### src/rtl/m3_pkg.sv
// m3_pkg: shared FSM/direction types, P_MAX constants and the clamp helper
package m3_pkg;
  typedef enum logic [1:0] {IDLE, PRIME, RUN} state_e;
  typedef enum logic {DIR_INC, DIR_DEC} dir_e;
  localparam int P_MAX_SIM = 300;
  localparam int P_MAX_SYN = 4000000;
  function automatic logic [31:0] clamp(input logic [31:0] v, input logic [31:0] lo, input logic [31:0] hi);
    return v < lo ? lo : (v > hi ? hi : v);
  endfunction
endpackage

### src/rtl/m3_period_ramp.sv
// m3_period_ramp: period register with round-divided ramp, direct load and stop/leave handling
module m3_period_ramp import m3_pkg::*; #(
  parameter int PW = 22,
  parameter int P_MAX = P_MAX_SYN,
  parameter int P_MIN = 40,
  parameter int RAMP_SH = 4,
  parameter int ROUND_DIV = 3,
  parameter int KEEP_PERIOD = 0
) (
  input  logic          clk,
  input  logic          rst_n,
  input  logic          wrap,
  input  logic          inc,
  input  logic          dec,
  input  logic          load,
  input  logic [PW-1:0] load_val,
  input  logic          stop,
  input  logic          leave,
  output logic [PW-1:0] period,
  output logic [PW-1:0] period_nxt,
  output logic          at_min,
  output logic          at_max
);
  localparam int DW = $clog2(ROUND_DIV + 2);
  localparam logic [PW-1:0] PMAX = PW'(P_MAX);
  localparam logic [PW-1:0] PMIN = PW'(P_MIN);
  localparam logic [DW-1:0] RD = DW'(ROUND_DIV);
  logic [PW-1:0] period_q, period_d, dn;
  logic [PW:0] up;
  logic [DW-1:0] div_q, div_d;
  dir_e dir_q, dir_d;
  // Priority: stop, then leaving run, then load, then ramp on a wrapping step
  always_comb begin
    dn = period_q - (period_q >> RAMP_SH);
    up = {1'b0, period_q} + {1'b0, period_q >> RAMP_SH};
    period_d = period_q;
    div_d = div_q;
    dir_d = dir_q;
    if (stop || leave) begin
      period_d = (stop || KEEP_PERIOD == 0) ? PMAX : period_q;
      div_d = RD;
    end else if (load) begin
      period_d = PW'(clamp(32'(load_val), 32'(P_MIN), 32'(P_MAX)));
      div_d = RD;
    end else if (wrap) begin
      div_d = RD;
      if (inc || dec) begin
        dir_d = inc ? DIR_INC : DIR_DEC;
        if (dir_d == dir_q && div_q != '0) div_d = div_q - DW'(1);
        if (dir_d == dir_q && div_q == '0)
          period_d = inc ? (dn < PMIN ? PMIN : dn) : (up > {1'b0, PMAX} ? PMAX : up[PW-1:0]);
      end
    end
  end
  // Period, divider and last ramp direction registers
  always_ff @(posedge clk or negedge rst_n)
    if (!rst_n) begin
      period_q <= PMAX;
      div_q <= RD;
      dir_q <= DIR_INC;
    end else begin
      period_q <= period_d;
      div_q <= div_d;
      dir_q <= dir_d;
    end
  assign period = period_q;
  assign period_nxt = period_d;
  assign at_min = period_q == PMIN;
  assign at_max = period_q == PMAX;
endmodule

### src/rtl/m3_step_seq_gen.sv
// m3_step_seq_gen: reversible commutation step sequencer with ramped step period
module m3_step_seq_gen import m3_pkg::*; #(
  parameter int PW = 22,
  parameter int P_MAX = P_MAX_SYN,
  parameter int P_MIN = 40,
  parameter int STEPS = 12,
  parameter int SW = 4,
  parameter int RAMP_SH = 4,
  parameter int ROUND_DIV = 3,
  parameter int KEEP_PERIOD = 0
) (
  input  logic          clkI,
  input  logic          nRstI,
  input  logic          enI,
  input  logic          stopI,
  input  logic          invI,
  input  logic          incI,
  input  logic          decI,
  input  logic          periodLdI,
  input  logic [PW-1:0] periodI,
  output logic [SW-1:0] stepO,
  output logic          stepPulseO,
  output logic          roundPulseO,
  output logic [PW-1:0] periodO,
  output logic          runningO,
  output logic          atMinO,
  output logic          atMaxO
);
  localparam logic [SW-1:0] LAST = SW'(STEPS - 1);
  state_e state_q, state_d;
  logic [PW-1:0] remain_q, remain_d, period_nxt;
  logic [SW-1:0] step_q, step_d;
  logic step_pulse_q, step_pulse_d, round_pulse_q, round_pulse_d, running_q;
  logic go, live, leave, bound, wrap;
  assign go = enI && !stopI;
  assign live = state_q == RUN && go;
  assign leave = state_q != IDLE && !go;
  assign bound = live && remain_q == PW'(1);
  assign wrap = bound && (invI ? step_q == '0 : step_q == LAST);
  m3_period_ramp #(
    .PW(PW), .P_MAX(P_MAX), .P_MIN(P_MIN), .RAMP_SH(RAMP_SH), .ROUND_DIV(ROUND_DIV), .KEEP_PERIOD(KEEP_PERIOD)
  ) u_ramp (
    .clk(clkI), .rst_n(nRstI), .wrap(wrap), .inc(incI), .dec(decI), .load(periodLdI), .load_val(periodI),
    .stop(stopI), .leave(leave), .period(periodO), .period_nxt(period_nxt), .at_min(atMinO), .at_max(atMaxO)
  );
  // Next state, step countdown reload and step index advance
  always_comb begin
    state_d = !go ? IDLE : (state_q == IDLE ? PRIME : RUN);
    remain_d = (!live || bound) ? period_nxt : remain_q - PW'(1);
    step_d = !live ? '0 : !bound ? step_q :
             invI ? (step_q == '0 ? LAST : step_q - SW'(1)) : (wrap ? '0 : step_q + SW'(1));
    step_pulse_d = bound;
    round_pulse_d = wrap;
  end
  // Sequencer state registers
  always_ff @(posedge clkI or negedge nRstI)
    if (!nRstI) begin
      state_q <= IDLE;
      remain_q <= PW'(P_MAX);
      step_q <= '0;
      step_pulse_q <= 1'b0;
      round_pulse_q <= 1'b0;
      running_q <= 1'b0;
    end else begin
      state_q <= state_d;
      remain_q <= remain_d;
      step_q <= step_d;
      step_pulse_q <= step_pulse_d;
      round_pulse_q <= round_pulse_d;
      running_q <= state_d == RUN;
    end
  assign stepO = step_q;
  assign stepPulseO = step_pulse_q;
  assign roundPulseO = round_pulse_q;
  assign runningO = running_q;
endmodule

### config.mk
export PLATFORM = sky130hd
export DESIGN_NAME = m3_step_seq_gen
export DESIGN_NICKNAME = d
export VERILOG_FILES = /design/src/rtl/m3_pkg.sv /design/src/rtl/m3_period_ramp.sv /design/src/rtl/m3_step_seq_gen.sv
export SDC_FILE = /design/constraint.sdc
export NUM_CORES = 1
export LEC_CHECK = 0
export BUFFER_PORTS_ARGS = -buffer_cell sky130_fd_sc_hd__clkbuf_2
export CAP_MARGIN = 20
export CORE_MARGIN = 2
export CORE_UTILIZATION = 62
export CTS_BUF_LIST = sky130_fd_sc_hd__clkbuf_8
export DETAILED_ROUTE_END_ITERATION = 12
export GPL_ROUTABILITY_DRIVEN = 0
export MAX_ROUTING_LAYER = met4
export PLACE_DENSITY = 0.91
export SYNTH_ARGS = -nofsm -noshare
export SYNTH_HDL_FRONTEND = slang
export SYNTH_SLANG_ARGS = --single-unit
### constraint.sdc
create_clock -name clkI -period 4.6 [get_ports clkI]
set_clock_uncertainty 0.2 [all_clocks]
set_input_delay 0.46 -clock clkI [delete_from_list [all_inputs] [get_ports clkI]]
set_output_delay 0.46 -clock clkI [all_outputs]
set_load 0.02 [all_outputs]
* After elaboration in Yosys (flattened, before gate mapping)
Cells that the tools add are included.
** Storage, ports and cells
- Bits in read-only memories :: 0
- Memories kept :: 0
- Output and inout bits :: 31
- Bits in latches :: 0
- Bits in writable memories :: 0
- Logic and storage cells :: 74
- Register bits after elaboration :: 57
** Operators by class
- Shifts and indexed selects :: 0
- Eq/ne operators :: 8
- Reduce and logical (&&, ||, !) cells :: 20
- Bitwise operators :: 2
- Multiply operators :: 0
- Magnitude comparators :: 4
- Mux-type cells :: 25
- Add/sub/neg operators :: 6
- Divide/modulo/power cells :: 0
** Operators by type and width (number)
- $mux W22 :: 11
- $lt A22 B6 Y1 const B :: 2
- $add A22 B18 Y23 :: 1
- $gt A23 B22 Y1 const B :: 1
- $eq A22 B1 Y1 const B :: 1
- $eq A22 B22 Y1 const B :: 1
- $eq A22 B6 Y1 const B :: 1
- $gt A22 B22 Y1 const B :: 1
- $sub A22 B1 Y22 const B :: 1
- $sub A22 B18 Y22 :: 1
- $mux W4 :: 5
- $mux W3 :: 5
- $logic_and A1 B1 Y1 :: 7
- $reduce_bool A3 Y1 :: 2
- $add A4 B1 Y4 const B :: 1
- $eq A2 B2 Y1 const B :: 2
- $eq A4 B4 Y1 const B :: 1
- $logic_not A4 Y1 :: 1
- $mux W2 :: 2
- $reduce_and A4 Y1 :: 1
- $sub A4 B1 Y4 const B :: 1
- $logic_not A1 Y1 :: 3
- $logic_not A3 Y1 :: 1
- $logic_or A1 B1 Y1 :: 3
- 7 further kinds :: 9

* Depth between registers and ports, before layout
Gate-level depths: netlist (run 1).
- Word-level depth :: 10
- Depth in mapped cells :: 16

* By module
Synthesis (run 1) repeated with hierarchy kept, for this count alone.
** Second synthesis, totals
- Cells, all modules :: 778
- Area, all modules :: 6042.0 um^2
** Modules (own cells, without submodules)
- m3_period_ramp :: times used 1, sequential area each 661.9 um^2, cells each 590, area an instance 4247.8 um^2
- m3_step_seq_gen :: times used 1, sequential area each 759.5 um^2, cells each 188, area an instance 1794.2 um^2

* Least setup slack after synthesis (run 1)
OpenSTA, ideal clock, no wires.
- Path kind :: register -> register
- Start :: register u_ramp.period_q[19] (netlist: u_ramp.period[19])
- End :: register remain_q[4]
- Buffers on the path :: 2
- Arrival :: 3.994 ns
- Path slack :: 0.282 ns
- Cell stages (with the launch flop) :: 16
- Cells stage by stage :: dfstp_2 -> clkbuf_1 -> inv_1 -> ha_1 -> clkbuf_1 -> and3_1 -> and3_1 -> nor4_1 -> mux2_2 -> a311oi_1 -> and2_1 -> o2111ai_1 -> nor4_1 -> nand2_1 -> and3_1 -> o31a_1
** Between the ends
- Cells in the longest elaborated chain, start to end :: 10
** Ends and longest elaborated chain
- from (decl) :: line m3_period_ramp.sv:28 : logic [PW-1:0] period_q, period_d, dn;
- from (signal assigned) :: line m3_period_ramp.sv:62 : period_q <= period_d;
- $add A22 B18 Y23 or $sub A22 B18 Y22 (tied branches) :: line m3_period_ramp.sv:35, m3_period_ramp.sv:34
- $gt A23 B22 Y1 or $lt A22 B6 Y1 (tied branches) :: line m3_period_ramp.sv:51 : period_d = inc ? (dn < PMIN ? PMIN : dn) : (up > {1'b0, PMAX} ? PMAX : up[PW-1:0]);
- $mux W22 :: line m3_period_ramp.sv:51
- $mux W22 (*) :: line m3_period_ramp.sv:51
- $mux W22 (*) :: line m3_period_ramp.sv:50 : if (dir_d == dir_q && div_q == '0)
- $mux W22 (*) :: line m3_period_ramp.sv:47 : if (inc || dec) begin
- $mux W22 (*) :: line m3_period_ramp.sv:45 : end else if (wrap) begin
- $mux W22 (*) :: line m3_period_ramp.sv:42 : end else if (load) begin
- $mux W22 (*) :: line m3_period_ramp.sv:39 : if (stop || leave) begin
- $mux W22 (*) :: line m3_step_seq_gen.sv:49 : remain_d = (!live || bound) ? period_nxt : remain_q - PW'(1);
- net remain_d[4] :: line m3_step_seq_gen.sv:31 : logic [PW-1:0] remain_q, remain_d, period_nxt;
- to (signal assigned) :: line m3_step_seq_gen.sv:59 : remain_q <= PW'(P_MAX);
- to (signal assigned) :: line m3_step_seq_gen.sv:66 : remain_q <= remain_d;
- to (decl) :: line m3_step_seq_gen.sv:31
Mark *: on every way through the listed nets, which the timed path passes. The rest lies on a longest branch.
A chain may end at the register's enable or synchronous reset.

* Worst setup path after layout (run 1)
- Start :: register u_ramp.period_q[15] (netlist: u_ramp.period[15])
- End :: register remain_q[14]
Same word-level chain as after synthesis.

==> run metrics, run 1 <==
FMAX 222 MHz; Die Area 0.0108 mm2; layout net count 930; number of synthesized register bits 56; drc violations 0; CP delay by family, top compound AO/OA/AOI/OAI gates; slowest stage delay, CP 670 ps; Netlist cell types 74; max-slew violations 0; die height 104 um; Worst EP required between 4000 and 5000 ps; CTS Root Cell clkbuf_8; die span in x 104 um; Placed Cells 982; pre-CTS setup slack 216 ps; reg2reg end remain_q[14]; r2r setup slk a little under 100 ps; core area 0.00973 mm2; vias 6757; Yosys warning count 0; Post-CTS Setup Inserts 0; share of layout cells above drive strength 1 0.179; WP data arrival 4530 ps; cts hold-fix bufs 0; Inserted Diodes 0; Max stage delay cell, worst path dfrtp_1; most frequent cells in the layout nor2_1 (77), a21oi_1 (73), nand2_1 (63), clkbuf_2 (60), inv_1 (45); setup violators final 0; FF-to-FF Start u_ramp.period[15]; Min Hold Slack ~28 ps; Critical Path Start Type register; hpwl dp 14900 um; WL/cell 19.5 um; Post-synth EDFFs 0; initial DRC count 842; vias in the first global route 6127; Longest Clk Path Bufs 2; R2R depth 15; Fin. Hold Viols 0; Clk Latency, worst-skew pair 330 ps; row count 36; post-synthesis sequential area ratio 0.231; H-tree depth 2; status completed; worst setup path class reg2reg; Fill cells 765; Port Buf Inserts 60; dominant synthesized flop cell dfrtp_1; area grow syn2layout 11.1%; clk slew on worst S/H paths 100 ps; initial antenna violation count 0; TritonCTS Buffers 5; Avg Inst Size Synth a little under 8 um2; Syn Inst Count 800; critical path depth 15; fin crit period between 4000 and 5000 ps; Initial Util 0.633; Worst Path Max Fanout 15; Leak 3.07 nW; Peak supply drop 0.000268 V; worst setup margin 99.3 ps; FFs w/ async S/R, synth 1.00; most common cell after layout, fill and taps aside nor2_1; Synthesized Nets 874; final period utilization 0.978; Antenna Nets Post-Route 0; CTS sink count 56; GRT overflow 0; Worst Hold Class in2async; CTS tree done; PD cells 259 mW/mm2; endpoint class of the critical path register; vias per cell 6.83; measured slew at the worst slew-check pin 929 ps; drt first pass iters 5; largest net degree at the start of global routing 57; first-pass GRT wire length 30300 um; routed wire length slightly below 20000 um; Worst Path Buf+Inv 4; # IOs 61; crit path cell chain inv_1 -> ha_1 -> buf_4 -> inv_1 -> a21oi_1 -> o31ai_1 -> a31oi_1 -> xnor2_1 -> or3_1 -> or3_1 -> o41a_1 -> nand2_2 -> buf_4 -> a221oi_2 -> o31ai_1; Final Non-Filler Cells 990; Rel. slew slack 0.379; Netlist Area Pre-Place 0.00616 mm2; Global Route Usage Sum 0.354; Max Cap Viol 0
[cells by family after synthesis]
group           count (synthesis)  share of synthesized area
buf+inv                        90                     0.0591
mux                            10                     0.0169
simple gates                  288                      0.230
compound gates                263                      0.302
xor+xnor                       49                     0.0696
flops                          56                      0.231
fa+ha+maj                      44                     0.0918
[sequential cells by signal, indices dropped and copies added (netlist names)]
name           cells
remain_q          22
state_q            1
runningO           1
roundPulseO        1
stepPulseO         1
u_ramp.period     22
stepO              4
u_ramp.div_q       3
u_ramp.dir_q       1
[worst reg2reg max path: cells and delay by family, from the launching register on]
kind                     cells  cell delay, ps
flip-flops                   1             670
buffers and inverters        4             670
AO/OA/AOI/OAI                6            1500
XOR/XNOR                     1             180
adder cells (fa/ha/maj)      1             300
AND/OR/NAND/NOR              3             910
[per-stage QoR]
| step | TNS [ps] | instance area, um2 | power, mW | util |
|---|---|---|---|---|
| after floorplan | 0 | 6160 | 1.19 | - |
| after global placement | 0 | 6690 | 1.42 | 0.687 |
| after detailed placement | 0 | 6690 | 1.44 | 0.687 |
| after CTS | 0 | 6780 | 1.72 | 0.697 |
| after global routing | -105 | 6850 | 1.86 | 0.704 |
| final | 0 | 6850 | 1.77 | 0.704 |
[Yosys cell counts (6+ instances only)]
cell type   n  area, um2
xor2_1     17        149
inv_1      45        169
o31ai_1    19        143
a21oi_1    73        365
a31oi_1    13       81.3
nand4_1     9       56.3
nand2b_1   13       81.3
o21ai_0    39        195
mux2i_1     7       70.1
xnor2_1    32        280
or3_1       6       37.5
buf_2       9       45.0
dfstp_2    16        420
a21o_1     14        105
nor2_1     77        289
nor2b_1    14       87.6
clkbuf_1   32        120
and3_1     15       93.8
nand2_1    63        236
a221oi_2    6       90.1
dfrtp_1    40       1000
o21a_1     12       90.1
ha_1       42        526
o21bai_1    8       60.1
nor4_1     16        100
o31a_1     10       87.6
nand3_1    23        115
nor3_1     28        140
[metal layers]
layer | part of all wire | routed length (um) | global-route usage | up-vias
li1 | - | - | - | 3056
met1 | 0.38 | 7400 | 0.461 | 3062
met2 | 0.44 | 8440 | 0.546 | 516
met3 | 0.13 | 2430 | 0.0673 | 123
met4 | 0.055 | 1070 | 0.141 | 0
met5 | 0 | 0 | - | -
[power by group]
group | leakage (nW) | internal, mW | total [mW] | switching [mW]
sequential | 0.698 | 0.532 | 0.578 | 0.0462
combinational | 2.32 | 0.336 | 0.914 | 0.578
clock | 0.0485 | 0.110 | 0.282 | 0.173
[cell type report]
type                    instances  area (um2)  share of cell area
multi-input cells             654        4450               0.650
flip-flops and latches         56        1420               0.208
repair buffers                 93         548              0.0800
inverters                      46         173              0.0252
well taps                     133         166              0.0243
clock buffers                   5        68.8              0.0100
clock inverters                 3        22.5             0.00329
[worst max path at each step]
stage / start / end / slack, ps
floorplan: u_ramp.period[19] / remain_q[4] / 280
global placement: u_ramp.period[20] / remain_q[4] / 120
detailed placement: u_ramp.period[8] / remain_q[21] / 220
CTS: u_ramp.period[8] / remain_q[21] / 160
global route: u_ramp.period[8] / remain_q[13] / -40
finish: u_ramp.period[15] / remain_q[14] / 100
[what timing repair did]
action	in CTS	in global routing
setup endpoints to repair	0	30
resized for setup	0	14
endpoints found under the hold margin	0	0
(Power assumes the default switching activity.)
==> run 2, diff against run 1 <==
--- a/config.mk
+++ b/config.mk
@@ -14,6 +14,7 @@
 export GPL_ROUTABILITY_DRIVEN = 0
 export MAX_ROUTING_LAYER = met4
 export PLACE_DENSITY = 0.91
+export REMOVE_ABC_BUFFERS = 1
 export SYNTH_ARGS = -nofsm -noshare
 export SYNTH_HDL_FRONTEND = slang
 export SYNTH_SLANG_ARGS = --single-unit
==> run 2 against run 1 <==
Against the previous run:
- via count up 1.5%
- cell count up 0.71%
- worst setup slack better by 97 ps
- non-clock buffer count up 7
- sequential share of layout area about the same
- die area unchanged
- fmax up 2.2%
- wire length up 4.7%
- core utilization up 0.14 points
- hold slack better by 16 ps
- sequential power about the same
- count of clock-buffer cells in the layout up 1
- critical endpoint is now remain_q[13]
- highest routed layer unchanged
==> run metrics, run 2 (synthesis results as in run 1) <==
Worst Hold Class in2async; R2R depth 14; layout net count 937; cts hold-fix bufs 0; vias roughly 6900; most frequent CP cell or3_1; Port Buf Inserts 60; H-tree depth 2; Worst Path Buf+Inv 2; Global Route Usage Sum 0.382; Inserted Diodes 0; RSZ-0062 raised after global routing no; Placed Cells 987; status completed; core area 0.00973 mm2; die span in x 104 um; most frequent cells in the layout nor2_1 (77), a21oi_1 (73), nand2_1 (63), clkbuf_2 (60), inv_1 (46); FMAX 227 MHz; reg2reg end remain_q[13]; max-slew violations 0; # IOs 61; endpoint class of the critical path register; Worst EP required between 4000 and 5000 ps; PD cells 261 mW/mm2; hpwl dp 15600 um; vias per cell 6.88; vias in the first global route 6436; r2r setup slk about 200 ps; largest net degree at the start of global routing 57; initial DRC count around 730; Max stage delay cell, worst path dfrtp_1; CTS sink count 56; row count 36; crit path cell chain inv_1 -> ha_1 -> nor2_2 -> o211ai_1 -> a21oi_1 -> or3_1 -> o311ai_1 -> or3_1 -> or3_1 -> o41a_1 -> nand2_2 -> buf_12 -> a221oi_2 -> o31ai_1; slowest stage delay, CP 540 ps; CTS Root Cell clkbuf_8; Die Area 0.0108 mm2; area grow syn2layout 11.4%; dpl cell area 0.00674 mm2; final period utilization 0.957; Max Cap Viol 0; fin crit period 4400 ps; CP delay by family, top compound AO/OA/AOI/OAI gates; routed wire length 20200 um; clk slew on worst S/H paths 100 ps; CTS tree done; Worst Path Max Fanout 10; Critical Path Start Type register; Antenna Nets Post-Route 0; worst setup path class reg2reg; first-pass GRT wire length 32300 um; GRT overflow 0; drt first pass iters 9; Initial Util 0.633; Rel. slew slack 0.452; share of layout cells above drive strength 1 0.176; WP data arrival 4440 ps; Longest Clk Path Bufs 2; TritonCTS Buffers 5; fin area slightly below 0.007 mm2; initial antenna violation count 0; Setup TNS Final 0 ps; die height 104 um; most common cell after layout, fill and taps aside nor2_1; Min Hold Slack 43.6 ps; setup violators final 0; FF-to-FF Start u_ramp.period[7]; Final Non-Filler Cells 997; Fin. Hold Viols 0; Leak 3.10 nW; Clk Latency, worst-skew pair roughly 320 ps; drc violations 0; measured slew at the worst slew-check pin 822 ps; Peak supply drop 0.000191 V; WL/cell 20.3 um
run 2: cell types whose count changed in the layout (fill, tap and decap cells not counted), sizes merged:
cell      before  now
clkinv         3    1
clkbuf        65   66
buf           33   40
clkinvlp       0    1
run 2: final cells by class:
type                            count  area, um2
Timing Repair Buffer              100        613
Clock buffer                        6       82.6
Inverter                           46        173
Tap cell                          133        166
Clock inverter                      2       11.3
Sequential cell                    56       1420
Fill cell                         798       2870
Multi-Input combinational cell    654       4400
run 2: repair_timing:
action	4_1_cts	5_1_grt
setup endpoints to repair	0	14
resized for setup	0	4
setup buffers	0	1
run 2: where the power goes:
| group | internal (mW) | switching, mW |
|---|---|---|
| clock network | 0.121 | 0.165 |
| logic | 0.344 | 0.581 |
| registers | 0.532 | 0.0486 |
run 2: stage by stage:
step	util	total power [mW]	setup WS [ps]
floorplan	-	1.17	451
global placement	0.692	1.44	314
detailed placement	0.692	1.46	168
CTS	0.702	1.74	175
global route	0.705	1.87	23.9
finish	0.705	1.79	197
run 2: worst reg2reg max path: stages (launching register included):
cell and delay, ps:
dfrtp_1 540, inv_1 120, ha_1 410, nor2_2 250, o211ai_1 220, a21oi_1 350, or3_1 220, o311ai_1 110
or3_1 430, or3_1 330, o41a_1 440, nand2_2 220, buf_12 160, a221oi_2 60, o31ai_1 270
run 2: how the worst max path moves through the flow:
stage / start / to / slack [ps] / cells after the start
after global placement: u_ramp.period[8] / remain_q[7] / 310 / 13
final: u_ramp.period[7] / remain_q[13] / 200 / 14
after detailed placement: u_ramp.period[8] / remain_q[6] / 170 / 13
after floorplan: u_ramp.period[8] / remain_q[6] / 450 / 13
after CTS: u_ramp.period[8] / remain_q[6] / 170 / 13
after global routing: u_ramp.period[8] / remain_q[6] / 20 / 13
run 2: layer usage:
layer	wire, um	vias up	track usage
li1	-	3062	-
met1	7790	3237	0.475
met2	9250	456	0.605
met3	2370	103	0.0919
met4	826	0	0.150
met5	0	-	-
==> run 3, diff against run 2 <==
--- a/config.mk
+++ b/config.mk
@@ -15,6 +15,7 @@
 export MAX_ROUTING_LAYER = met4
 export PLACE_DENSITY = 0.91
 export REMOVE_ABC_BUFFERS = 1
+export SETUP_SLACK_MARGIN = 0.3
 export SYNTH_ARGS = -nofsm -noshare
 export SYNTH_HDL_FRONTEND = slang
 export SYNTH_SLANG_ARGS = --single-unit
==> run 3 against run 2 <==
Against the previous run:
- clock power hardly changed
- power is 2.6% higher
- global-route usage is 0.18 points higher
- non-clock buffer count is 2 higher
- die area stayed put
- design area is 2.3% higher
- flip-flop and latch count stayed put
- fmax is 3.5% higher
- count of clock-buffer cells in the layout stayed put
- register-to-register slack better by 150 ps
- critical path depth is 1 lower
- critical endpoint is now remain_q[5]
==> run metrics, run 3 (synthesis results as in run 1) <==
Inserted Diodes 0; worst setup margin 344 ps; Global Route Usage Sum 0.384; Worst Path Max Fanout 8; drc violations 0; Port Buf Inserts 60; initial DRC count 905; fin crit period 4260 ps; H-tree depth 2; die height 104 um; Antenna Nets Post-Route 0; Worst Hold Class in2async; crit path cell chain inv_1 -> ha_4 -> nor2_4 -> o211ai_1 -> a21oi_2 -> or3_1 -> o311ai_1 -> or3_1 -> or3_1 -> o41a_1 -> and2_4 -> a211oi_4 -> o31a_1; Min Hold Slack 42.1 ps; switching part of the total power 0.451; Fill cells 758; WP data arrival 4320 ps; measured slew at the worst slew-check pin 848 ps; combinational share of power 0.527; row count 36; hpwl dp 15600 um; vias in the first global route 6463; largest net degree at the start of global routing between 50 and 60; first-pass GRT wire length 32500 um; RSZ-0062 raised after global routing no; FMAX between 200 and 250 MHz; slowest stage delay, CP about 630 ps; Max Cap Viol 0; Final Power 1.84 mW; Rel. slew slack 0.435; CTS sink count 56; Die Area approximately 0.011 mm2; CP delay by family, top compound AO/OA/AOI/OAI gates; TritonCTS Buffers 5; Worst EP required 4670 ps; NetSw 829 uW; worst setup path class reg2reg; Initial Util 0.633; CTS Root Cell clkbuf_8; die span in x 104 um; most frequent CP cell or3_1; Setup TNS Final 0 ps; layout net count 939; endpoint class of the critical path register; Clk Latency, worst-skew pair 330 ps; setup violators final 0; core area 0.00973 mm2; drt first pass iters 6; Max stage delay cell, worst path dfstp_2; Fin. Hold Viols 0; most common cell after layout, fill and taps aside nor2_1; Longest Clk Path Bufs 2; vias per cell 7.03; internal power 1.01 mW; # IOs 61; routed wire length 21300 um; Clk network pwr share 0.156; GRT overflow 0; status completed; fin util 0.721; final period utilization 0.925; Critical Path Start Type register; share of layout cells above drive strength 1 0.206; Leak 3.11 nW; Seq pwr share 0.317; most frequent cells in the layout nor2_1 (77), a21oi_1 (70), nand2_1 (63), clkbuf_2 (60), inv_1 (43); CTS tree done; cts hold-fix bufs 0; WL/cell around 21 um; pre-CTS setup slack 168 ps; area grow syn2layout 13.9%; initial antenna violation count 0; clk slew on worst S/H paths roughly 100 ps; PD cells 262 mW/mm2; Worst Path Buf+Inv 1; Peak supply drop between 0.00015 and 0.0002 V; max-slew violations 0; vias 7020
[run 3: changes by cell type in the layout (fill, tap and decap cells not counted), sizes merged]
| cell | before | now |
|---|---|---|
| buf | 40 | 42 |
[run 3: timing repair]
item,4_1_cts,5_1_grt
buffers inserted,0,3
pin swaps,1,5
setup endpoints to repair,10,42
gates resized for setup,3,33
[run 3: routing by layer]
metal  vias to the layer above  share of wire  wire length [um]  GRT usage
met2                       531           0.45              9600      0.603
met4                         0          0.054              1140      0.154
met3                       137           0.13              2740     0.0938
met5                         -              0                 0          -
li1                       3066              -                 -          -
met1                      3286           0.37              7820      0.478
[run 3: power groups by stage]
| stage | Clock [mW] | Combinational, mW | Sequential (mW) |
|---|---|---|---|
| 6_report | 0.287 | 0.968 | 0.583 |
| 3_5_place_dp | 0 | 0.876 | 0.585 |
| 4_1_cts | 0.282 | 0.883 | 0.577 |
| 5_1_grt | 0.308 | 1.02 | 0.584 |
| 3_3_place_gp | 0 | 0.857 | 0.583 |
| 2_1_floorplan | 0 | 0.566 | 0.600 |
[run 3: worst paths after layout]
check / startpoint / endpoint / slack, ps / cells past startpoint
setup reg to reg: u_ramp.period[8] / remain_q[5] / 340 / 13
setup / recovery: u_ramp.period[8] / remain_q[5] / 340 / 13
hold reg to reg: state_q[0] / state_q[0] / 270 / 1
hold / removal: nRstI / stepO[1] / 40 / 2
min in group clkI: periodI[21] / u_ramp.period[21] / 210 / 3
max in group asynchronous: nRstI / u_ramp.period[7] / 3640 / 2
[run 3: final cells by class]
class	count	area (um2)	share of cell area
Timing Repair Buffer	102	628	0.0895
Clock inverter	2	11.3	0.00160
Inverter	46	173	0.0246
Clock buffer	6	82.6	0.0118
Sequential cell	56	1430	0.203
Tap cell	133	166	0.0237
Multi-Input combinational cell	654	4530	0.645
[run 3: through the flow]
step | instances | cell area [um2]
after floorplan | 756 | 5970
after global placement | 987 | 6740
after detailed placement | 987 | 6740
after CTS | 995 | 6840
after global routing | 999 | 7020
final | 999 | 7020
